File: src/rtl/irq_pending_latch_if.sv
// irq_pending_latch_if: request/mask/ack bundle between interrupt source logic and the pending latch
interface irq_pending_latch_if;
  logic [7:0] irq_in;
  logic       mask_we;
  logic [7:0] mask_din;
  logic       ack;
  logic [2:0] ack_idx;
  logic       ovf_clr;
  logic [7:0] req_vec;
  logic       any_pend;
  logic [7:0] pend_raw;
  logic [7:0] ovf;
  logic       ack_err;
  modport master (
    output irq_in, mask_we, mask_din, ack, ack_idx, ovf_clr,
    input  req_vec, any_pend, pend_raw, ovf, ack_err
  );
  modport slave (
    input  irq_in, mask_we, mask_din, ack, ack_idx, ovf_clr,
    output req_vec, any_pend, pend_raw, ovf, ack_err
  );
endinterface

File: src/rtl/irq_pending_latch.sv
// irq_pending_latch: sticky interrupt pending bits with mask, indexed ack clear and overflow tracking
module irq_pending_latch #(
  parameter bit         EDGE     = 1'b1,
  parameter logic [7:0] MASK_RST = 8'h00
) (
  input logic            clk,
  input logic            rst,
  irq_pending_latch_if.slave bus
);
  logic [7:0] irq_q, irq_d, pend_q, pend_d, mask_q, mask_d, ovf_q, ovf_d, evt, clr;
  logic       ack_err_q, ack_err_d;
  // next-state: events set pending (winning over a same-cycle ack), lost events raise overflow
  always_comb begin
    evt       = EDGE ? (bus.irq_in & ~irq_q) : bus.irq_in;
    clr       = bus.ack ? (8'd1 << bus.ack_idx) : 8'd0;
    irq_d     = bus.irq_in;
    pend_d    = evt | (pend_q & ~clr);
    ovf_d     = (bus.ovf_clr ? 8'd0 : ovf_q) | (evt & pend_q & ~clr);
    mask_d    = bus.mask_we ? bus.mask_din : mask_q;
    ack_err_d = bus.ack & ~pend_q[bus.ack_idx];
  end
  // state update; irq_q keeps sampling in reset so a line held high through reset is not an edge
  always_ff @(posedge clk) begin
    irq_q <= irq_d;
    if (rst) begin
      pend_q    <= 8'h00;
      ovf_q     <= 8'h00;
      mask_q    <= MASK_RST;
      ack_err_q <= 1'b0;
    end else begin
      pend_q    <= pend_d;
      ovf_q     <= ovf_d;
      mask_q    <= mask_d;
      ack_err_q <= ack_err_d;
    end
  end
  assign bus.req_vec  = pend_q & ~mask_q;
  assign bus.any_pend = |bus.req_vec;
  assign bus.pend_raw = pend_q;
  assign bus.ovf      = ovf_q;
  assign bus.ack_err  = ack_err_q;
endmodule

File: src/flat_wrapper.sv
// flat-port wrapper written by rule: the top's interface ports become plain ports
module irq_pending_latch_flat 
#(
  parameter bit         EDGE     = 1'b1,
  parameter logic [7:0] MASK_RST = 8'h00
)
  (clk, rst, bus_irq_in, bus_mask_we, bus_mask_din, bus_ack, bus_ack_idx, bus_ovf_clr, bus_req_vec, bus_any_pend, bus_pend_raw, bus_ovf, bus_ack_err);
  irq_pending_latch_if bus_i ();
  input logic clk;
  input logic rst;
  input wire logic [$bits(bus_i.irq_in)-1:0] bus_irq_in;
  input wire logic [$bits(bus_i.mask_we)-1:0] bus_mask_we;
  input wire logic [$bits(bus_i.mask_din)-1:0] bus_mask_din;
  input wire logic [$bits(bus_i.ack)-1:0] bus_ack;
  input wire logic [$bits(bus_i.ack_idx)-1:0] bus_ack_idx;
  input wire logic [$bits(bus_i.ovf_clr)-1:0] bus_ovf_clr;
  output wire logic [$bits(bus_i.req_vec)-1:0] bus_req_vec;
  output wire logic [$bits(bus_i.any_pend)-1:0] bus_any_pend;
  output wire logic [$bits(bus_i.pend_raw)-1:0] bus_pend_raw;
  output wire logic [$bits(bus_i.ovf)-1:0] bus_ovf;
  output wire logic [$bits(bus_i.ack_err)-1:0] bus_ack_err;
  assign bus_i.irq_in = bus_irq_in;
  assign bus_i.mask_we = bus_mask_we;
  assign bus_i.mask_din = bus_mask_din;
  assign bus_i.ack = bus_ack;
  assign bus_i.ack_idx = bus_ack_idx;
  assign bus_i.ovf_clr = bus_ovf_clr;
  assign bus_req_vec = bus_i.req_vec;
  assign bus_any_pend = bus_i.any_pend;
  assign bus_pend_raw = bus_i.pend_raw;
  assign bus_ovf = bus_i.ovf;
  assign bus_ack_err = bus_i.ack_err;
  irq_pending_latch #(.EDGE(EDGE), .MASK_RST(MASK_RST)) u_core (.clk(clk), .rst(rst), .bus(bus_i));
endmodule
File: config.mk
export PLATFORM = sky130hd
export DESIGN_NAME = irq_pending_latch_flat
export DESIGN_NICKNAME = d
export VERILOG_FILES = /design/src/rtl/irq_pending_latch_if.sv /design/src/rtl/irq_pending_latch.sv /design/src/flat_wrapper.sv
export SDC_FILE = /design/constraint.sdc
export NUM_CORES = 1
export LEC_CHECK = 0
export BUFFER_PORTS_ARGS = -buffer_cell sky130_fd_sc_hd__buf_2
export CAP_MARGIN = 20
export CORE_ASPECT_RATIO = 0.7
export CORE_MARGIN = 3
export CORE_UTILIZATION = 42
export DETAILED_ROUTE_END_ITERATION = 10
export HOLD_SLACK_MARGIN = 0.08
export PLACE_DENSITY = 0.74
export SYNTH_ARGS = -nofsm -noshare
export SYNTH_HDL_FRONTEND = slang
export SYNTH_SLANG_ARGS = --single-unit
File: constraint.sdc
create_clock -name clk -period 1.15 [get_ports clk]
set_input_delay 0.1725 -clock clk [delete_from_list [all_inputs] [get_ports clk]]
set_output_delay 0.1725 -clock clk [all_outputs]
set_load 0.005 [all_outputs]
==> impl_results.md <==
- Status: finished, violations left
- Failing checks: setup timing
- # Max-Cap Violations: 0
- Worst hold slack: 0.122 ns
- Avg Cell Area, Syn: 9.65 um2
- Row count: 16
- Peak Freq: 725 MHz
- Fin. Hold Viols: 0
- Area of placed instances: 1650 um2
- Cell Pwr Density: 1300 nW/um2
- Number of nets in the layout: 236
- Ports: 50
- Worst-margin pin slew: 0.480 ns
- Die height: 52.1 um
- Final Max Slew Viols: 0
- Met3 Wirelength: 231 um
- Peak VDD IR: 1.21 mV
- Area growth syn-to-layout: 60.4%
- Clock Tree Root: clkbuf_8
- Uppermost layer routed: met4
- DR vias: 1,238
- # fillers: 189
- DR iter-0 viols: 60
- Crit path capture type: output pin
- WP data required: 0.98 ns
- Seq/Total Area, Yosys: 51.9%
- Drt pass-1 iters: 4
- Post-layout total power: 0.00265 W
- Worst skew pair latency: 0.29 ns
- Gp weighted congestion: 0.803
- Setup ws final: -0.230 ns
- Tcrit/Tclk final: 120%
- Total Wirelength: 3.65 mm
- Most common cell after layout, fill and taps aside: buf_2
- Final core occ: 71.9%
- Critical path arrival: 1.21 ns
- Synth Net Count: 156
- Routed length per instance: 14.7 um
- Initial core utilization: 44.8%
- Die W: 71.8 um
- Setup WS pre-CTS: -0.0684 ns
- Largest net degree at the start of global routing: 15
- Yosys top cell area share: 51.9%
- Core area: 2840 um2
- CTS Buf Count: 5
- CTS tree: done
- Grt ovf: 0
- CTS sink count: 33
- Area leader, netlist: dfxtp_1
- Cells after synthesis: 132
- Crit path kind: reg -> out
- Die area: 3740 um2
- Synthesis-stage register bit count: 33
- Vias/cell: 4.97
- Synthesized area: 1270 um2
- Min-delay src: bus_mask_din[6]
- Clock Tree Buf Depth: 2
- Max_slew headroom: 67.6%
- Post-synthesis cell type count: 20
- Area contributors post-synth: dfxtp_1 52%, mux2i_1 9.4%, a21oi_1 6.3%
- CP Max Fanout: 4
- Clock-pin slew on the worst setup and hold paths: 0.07 ns
- HP Class: in -> reg
- Most frequent cells in the layout: 43 x buf_2, 24 x dfxtp_1, 16 x a21oi_1, 16 x buf_6
- Share of post-route cells with drive strength above 1: 46.0%
- Clk_skew: 0.00405 ns
- Worst r2r src: u_core.bus.pend_raw[7]$_SDFF_PP0_
- DRC Markers: 0
- First-pass GRT wire length: 5.76 mm
- Post-route minimum period: 1.38 ns
- Final setup fails: 6
- Routed Antenna Nets: 0
- YS warnings: 0
- Initial antenna violation count: 0
- Leak: 0.962 nW
- Worst setup SP type: flip-flop
- Gr usage total: 21.1%
- M1 WL: 1.65 mm
- RSZ-0062 raised after global routing: true
- Hpwl dp: 2.50 mm
- Met2 wire length: 1.72 mm
- Cell area after layout: 2040 um2
- Vias in the first global route: 1,246
- PortBufs: 49
- Crit. Startpoint: u_core.bus.pend_raw[2]$_SDFF_PP0_
- H-Tree Depth: 2
- Antenna cells: 0
registers in the layout (all words and copies together), names as in the netlist:
| name | flops |
|---|---|
| u_core.bus.ovf | 8 |
| u_core.bus.ack_err | 1 |
| u_core.bus.pend_raw | 8 |
| u_core.mask_q | 8 |
| u_core.irq_q | 8 |
power breakdown:
group | internal, W | leakage (nW) | total [W] | switching, W
logic | 0.000263 | 0.632 | 0.000451 | 0.000188
registers | 0.00121 | 0.276 | 0.00125 | 0.0000422
clock network | 0.000540 | 0.0542 | 0.000953 | 0.000413
total | 0.00201 | 0.962 | 0.00265 | 0.000643
worst paths after layout:
check	slack [ns]	cells after the start	to
setup reg to reg	-0.20	5	u_core.bus.ack_err$_SDFF_PP0_
setup / recovery	-0.23	4	bus_any_pend
hold / removal	0.12	3	u_core.mask_q[6]$_SDFFE_PP0P_
hold reg to reg	0.47	2	u_core.bus.ovf[0]$_SDFF_PP0_
cell usage after synthesis:
cell type,n
nand2_1,9
inv_1,6
clkbuf_1,3
dfxtp_1,33
o311ai_0,1
and3b_1,1
mux2i_1,12
o31ai_1,1
o21ai_0,6
nor2_1,9
or4b_1,1
buf_2,1
a21oi_1,16
nand2b_1,12
nor4_1,2
nand3_1,1
mux4_2,1
nor2b_1,10
buf_6,1
o2111ai_1,6
cell families after synthesis:
family | synth area share (%)
AND/OR/NAND/NOR | 19.0
flip-flops | 51.9
AO/OA/AOI/OAI | 14.0
multiplexers | 11.2
buffers and inverters | 3.93
stage by stage:
stage	instances	TNS, ns
after floorplan	132	0
after global placement	227	-0.0605
after detailed placement	227	-0.119
after CTS	247	-0.396
after global routing	249	-0.882
final	249	-0.572
critical path: stages (launching register included):
cell and delay, ns:
dfxtp_2 0.34, nor2b_4 0.14, nor4_4 0.25, nand2_1 0.07, buf_2 0.13
layout make-up:
cell class | count | area, um2 | area share (%)
flip-flops and latches | 33 | 672 | 32.9
multi-input cells | 88 | 644 | 31.5
repair buffers | 78 | 558 | 27.3
clock buffers | 7 | 96.3 | 4.72
well taps | 36 | 45.0 | 2.20
inverters | 6 | 22.5 | 1.10
clock inverters | 1 | 5.00 | 0.245
per-layer routing:
| layer | GRT usage (%) | up-vias |
|---|---|---|
| met5 | 0 | - |
| met4 | 8.44 | 0 |
| met3 | 9.07 | 5 |
| met2 | 33.7 | 35 |
| met1 | 25.1 | 577 |
| li1 | - | 621 |
timing repair:
action / in CTS / in global routing
resized for setup: 29 / 14
setup endpoints to repair: 7 / 11
endpoints found under the hold margin: 8 / 0
pin swaps: 3 / 3
setup buffers: 4 / 2
gates cloned: 0 / 0
hold buffers: 8 / 0
(Power assumes the default switching activity.)
